$ cat config.mk
export PLATFORM = sky130hd
export DESIGN_NAME = fetch_unit
export DESIGN_NICKNAME = d
export VERILOG_FILES = /design/src/rtl/fetch_unit_pkg.sv /design/src/rtl/fetch_skid_buf.sv /design/src/rtl/fetch_unit.sv
export SDC_FILE = /design/constraint.sdc
export NUM_CORES = 1
export LEC_CHECK = 0
export CORE_MARGIN = 2
export CORE_UTILIZATION = 45
export DETAILED_ROUTE_END_ITERATION = 8
export GPL_ROUTABILITY_DRIVEN = 0
export GPL_TIMING_DRIVEN = 1
export PLACE_DENSITY = 0.71
export SLEW_MARGIN = 40
export SYNTH_ARGS = -nofsm -noshare
export SYNTH_HDL_FRONTEND = slang
export SYNTH_SLANG_ARGS = --single-unit
$ cat constraint.sdc
create_clock -name clk -period 7.05 [get_ports clk]
set_clock_uncertainty 0.05 [all_clocks]
set_input_delay 1.41 -clock clk [delete_from_list [all_inputs] [get_ports clk]]
set_output_delay 1.41 -clock clk [all_outputs]
set_load 0.1 [all_outputs]
$ cat src/rtl/fetch_unit_pkg.sv
// Shared fetch-stage definitions: NOP encoding, reset PC, the fetched-entry
// record and the PC fault check (also used by decode).
package fetch_unit_pkg;

  localparam logic [31:0] FETCH_NOP        = 32'h0000_0013;
  localparam logic [31:0] DEFAULT_RESET_PC = 32'h0000_0000;

  typedef struct packed {
    logic [31:0] pc;
    logic [31:0] instr;
    logic        fault;
  } fetch_entry_t;

  localparam fetch_entry_t FETCH_EMPTY = '{pc: 32'h0, instr: FETCH_NOP, fault: 1'b0};

  // A PC is bad when it is not word aligned or lies beyond the ROM.
  function automatic logic pc_fault(input logic [31:0] pc, input logic [31:0] imem_words);
    return (pc[1:0] != 2'b00) || ({2'b00, pc[31:2]} >= imem_words);
  endfunction

endpackage

$ cat src/rtl/fetch_skid_buf.sv
// Two-entry FIFO of fetch entries with push, pop and synchronous flush
// (flush wins). Presents a NOP entry at the head while empty.
module fetch_skid_buf
  import fetch_unit_pkg::*;
(
  input  logic         clk,
  input  logic         rst_n,
  input  logic         push,
  input  fetch_entry_t push_entry,
  input  logic         pop,
  input  logic         flush,
  output logic [1:0]   occ,
  output fetch_entry_t head
);

  fetch_entry_t mem [2];
  logic [1:0]   occ_q;
  logic         wr_ptr;
  logic         rd_ptr;

  always_ff @(posedge clk or negedge rst_n) begin
    if (!rst_n) begin
      occ_q  <= 2'd0;
      wr_ptr <= 1'b0;
      rd_ptr <= 1'b0;
    end else if (flush) begin
      occ_q  <= 2'd0;
      wr_ptr <= 1'b0;
      rd_ptr <= 1'b0;
    end else begin
      if (push) wr_ptr <= ~wr_ptr;
      if (pop)  rd_ptr <= ~rd_ptr;
      case ({push, pop})
        2'b10:   occ_q <= occ_q + 2'd1;
        2'b01:   occ_q <= occ_q - 2'd1;
        default: occ_q <= occ_q;
      endcase
    end
  end

  // NOTE: storage is not reset; occ_q gates every read, so stale contents are never visible.
  always_ff @(posedge clk) begin
    if (push && !flush) mem[wr_ptr] <= push_entry;
  end

  assign occ  = occ_q;
  assign head = (occ_q != 2'd0) ? mem[rd_ptr] : FETCH_EMPTY;

endmodule

$ cat src/rtl/fetch_unit.sv
// Instruction-fetch stage: owns the PC, issues synchronous ROM reads under a
// credit rule so the 2-entry skid buffer never overflows, and handles redirects.
module fetch_unit
  import fetch_unit_pkg::*;
#(
  parameter logic [31:0] RESET_PC   = DEFAULT_RESET_PC,
  parameter int          IMEM_WORDS = 512
) (
  input  logic        clk,
  input  logic        rst_n,
  output logic        imem_en,
  output logic [31:0] pc_addr,
  input  logic [31:0] imem_rdata,
  input  logic        redirect_valid,
  input  logic [31:0] redirect_pc,
  output logic        out_valid,
  input  logic        out_ready,
  output logic [31:0] out_pc,
  output logic [31:0] out_instr,
  output logic        out_fault
);

  logic [31:0]  pc_q;
  logic [31:0]  inflight_pc;
  logic         inflight;
  logic [1:0]   occ;
  logic [2:0]   credit;
  logic         pop;
  logic         issue;
  fetch_entry_t head;
  fetch_entry_t push_entry;

  assign pop = out_valid & out_ready;

  // Words already held plus the one returning, minus the one leaving this cycle.
  assign credit = {1'b0, occ} + {2'b00, inflight} - {2'b00, pop};
  assign issue  = ~redirect_valid & (credit <= 3'd1);

  // NOTE: rst_n only gates the enable port so the ROM sees no read while reset is held;
  // it never reaches a flop data input.
  assign imem_en = rst_n & issue;
  assign pc_addr = pc_q;

  always_ff @(posedge clk or negedge rst_n) begin
    if (!rst_n) begin
      pc_q        <= RESET_PC;
      inflight    <= 1'b0;
      inflight_pc <= 32'h0;
    end else if (redirect_valid) begin
      pc_q     <= redirect_pc;
      inflight <= 1'b0;
    end else begin
      inflight <= issue;
      if (issue) begin
        inflight_pc <= pc_q;
        pc_q        <= pc_q + 32'd4;
      end
    end
  end

  assign push_entry = '{pc:    inflight_pc,
                        instr: imem_rdata,
                        fault: pc_fault(inflight_pc, 32'(IMEM_WORDS))};

  fetch_skid_buf u_skid_buf (
    .clk        (clk),
    .rst_n      (rst_n),
    .push       (inflight),
    .push_entry (push_entry),
    .pop        (pop),
    .flush      (redirect_valid),
    .occ        (occ),
    .head       (head)
  );

  assign out_valid = (occ != 2'd0) & ~redirect_valid;
  assign out_pc    = head.pc;
  assign out_instr = head.instr;
  assign out_fault = head.fault;

endmodule

==> metrics <==
run status=complete, no violations; fin crit period=5.553 ns; post-synth top area share=between 40% and 50%; synth top area cells=edfxtp_1 (47%), dfrtp_1 (21%), mux2i_1 (8.1%), mux2_2 (4.4%), nor2_1 (3.8%); Post-Syn Area=slightly above 8000 um^2; layout filler cell count=approximately 1.5k; Congestion Overflow GR=0; Syn Inst Count=around 600; reg2reg setup slack=roughly 3.1 ns; RSZ-0062 raised after global routing=no; Clock Sinks=a little under 200; Post-Route WL=between 15 and 20 mm; maximum vdd drop=~0.0002 V; vias in the first global route=around 5.2k; final hold violation count=0; HP Class=reg -> reg; register area share after synthesis=68.29%; Synth Net Count=~670; ys flop type=edfxtp_1; Pleak=0.003856 uW; final setup fails=0; fin crit share=about four fifths; remaining antenna violation count=0; Final Max Tran Viols=0; DRT iter0 DRCs=~270; cts hold-fix bufs=0; post-synth cell types=38; chip width=139.4 um; WP data arrival=4.09 ns; DP Area=9697 um^2; pin count of the biggest net entering global routing=71; Wirelength per Cell=between 15 and 20 um; #FFs+latches synth=roughly 200; CTS tree=yes; initial antenna violation count=0; worst-case clock buffer depth=2; Top Usage Layer GRT=met2; Final Cell Area=between 10000 and 15000 um^2; first-pass GRT wire length=between 20 and 30 mm; FMAX=between 150 and 200 MHz; fin nets=830; clock root cell=clkbuf_16; Clk pin slew, worst setup/hold paths=approximately 0.07 ns; row cnt=just under 50; Die Span Y=around 140 um; n_diodes=0; via/cell ratio=around 5.4; Setup Fix Bufs, Post-CTS=0; met3 usage=under 10%; Initial DRT Pass Iterations=5; largest area contributor in the netlist=edfxtp_1; final core occ=between 50% and 60%; worst-margin pin slew=0.6741 ns; Die ar.=approximately 20000 um^2; Syn Area/Cell=approximately 14 um^2; clock latency on the worst-skew pair=between 0.4 and 0.5 ns; # DRC=0; Place WS=1.514 ns; grt met2 use=about 28%; Detail Placement HPWL=about 12 mm; Layout Cells excl Fill=around 1k; Max-cap violations=0; Crit Path Max Fanout=8; htree depth=4; power density over the cells=about 320 nW/um^2; Initial Utilization=45.90%; relative slew slack=between 50% and 60%; vias=~5.4k; Area Growth Syn to Fin=24.49%; most frequent cells in the layout=edfxtp_1 (130), buf_2 (99), nor2_1 (83); Port Buffer Count=approximately 170; YS warnings=0; Resized cells post-CTS=0; Setup crit end kind=output port; commonest non-fill, non-tap cell in the layout=edfxtp_1; met1 Use GR=about a quarter; DP Cell Count=approximately 970; Crit Path Class=in -> out; FFs w/ async S/R, synth=between 30% and 40%; Core ar.=roughly 18000 um^2; Top-Level Pins=~170; share of layout cells above drive strength 1=between 20% and 30%; Worst EP required=~5.6 ns; setup_tns=0 ns; TritonCTS Buffers=17; worst setup margin=approximately 1.5 ns; Post-synth EDFFs=130; startpoint types=primary input; gr usage total=17.82%
[per-layer routing]
layer	part of all wire, %	vias up
met5	0	-
met4	2.0	0
li1	-	2548
met1	45	2657
met3	4.8	24
met2	48	172
[cells in the mapped netlist (all sizes together), types with 8 or more instances]
cell type and instances:
a31oi 15, clkbuf 27, dfrtp 69, edfxtp 130, inv 8, mux2 32
mux2i 67, nand2 28, nand3 14, nand4 11, nor2 84, o21ai 22
o31ai 11, or4 17, xor2 8
[cell type report]
| class | instances | area (um^2) | share of cell area, % |
|---|---|---|---|
| Clock buffer | 24 | 504.2 | 4.912 |
| Clock inverter | 8 | 60.06 | 0.5851 |
| Inverter | 8 | 30.03 | 0.2925 |
| Multi-Input combinational cell | 357 | 2470 | 24.06 |
| Sequential cell | 199 | 5634 | 54.89 |
| Tap cell | 229 | 286.5 | 2.791 |
| Timing Repair Buffer | 176 | 1280 | 12.47 |
[per-stage QoR]
step	hold WS (ns)	total power, uW
CTS	0.4246	3284
global placement	0.3947	2404
floorplan	0.3866	2163
global route	0.4389	3380
finish	0.4180	3255
detailed placement	0.4063	2371
[sequential cells by signal, indices dropped and copies added (netlist names)]
| name | cells |
|---|---|
| u_skid_buf.rd_ptr | 1 |
| u_skid_buf.occ | 2 |
| u_skid_buf.wr_ptr | 1 |
| inflight | 1 |
| pc_addr | 32 |
| u_skid_buf.mem | 130 |
| inflight_pc | 32 |
[cell families (layout without fill, tap and decap cells)]
group / after synthesis / in the layout / share of synthesized area (%)
compound gates: 55 / 55 / 4.097
xor+xnor: 14 / 14 / 1.487
fa+ha+maj: 3 / 3 / 0.5462
buf+inv: 42 / 216 / 2.048
flops: 199 / 199 / 68.29
mux: 99 / 99 / 12.50
simple gates: 186 / 186 / 11.03
[critical path, stage by stage]
cell	delay (ns)
clkdlybuf4s50_1	0.61
inv_2	0.12
and3_1	0.20
nand2b_1	0.13
ha_1	0.13
inv_1	0.04
fa_1	0.41
xnor2_1	0.39
nand3_1	0.18
inv_1	0.10
and2_1	0.18
buf_12	0.18
[worst paths after layout]
| path | cells after the start | startpoint | to |
|---|---|---|---|
| setup / recovery | 12 | redirect_valid | imem_en |
| hold / removal | 0 | inflight_pc[10]$_DFFE_PN0P_ | u_skid_buf.mem[1][43]$_DFFE_PP_ |
| setup reg to reg | 10 | u_skid_buf.occ[1]$_DFFE_PN0P_ | pc_addr[28]$_DFFE_PN0P_ |
| hold reg to reg | 0 | inflight_pc[10]$_DFFE_PN0P_ | u_skid_buf.mem[1][43]$_DFFE_PP_ |
| max in group asynchronous | 2 | rst_n | u_skid_buf.rd_ptr$_DFFE_PN0P_ |
| min in group asynchronous | 2 | rst_n | pc_addr[30]$_DFFE_PN0P_ |
[power breakdown]
part | internal (uW) | total, uW | switching [uW]
logic | 195 | 839 | 644
registers | 1400 | 1500 | 105
clock network | 507 | 916 | 409
total | 2100 | 3260 | 1160
Note: power is estimated with default switching activity, not from simulation.
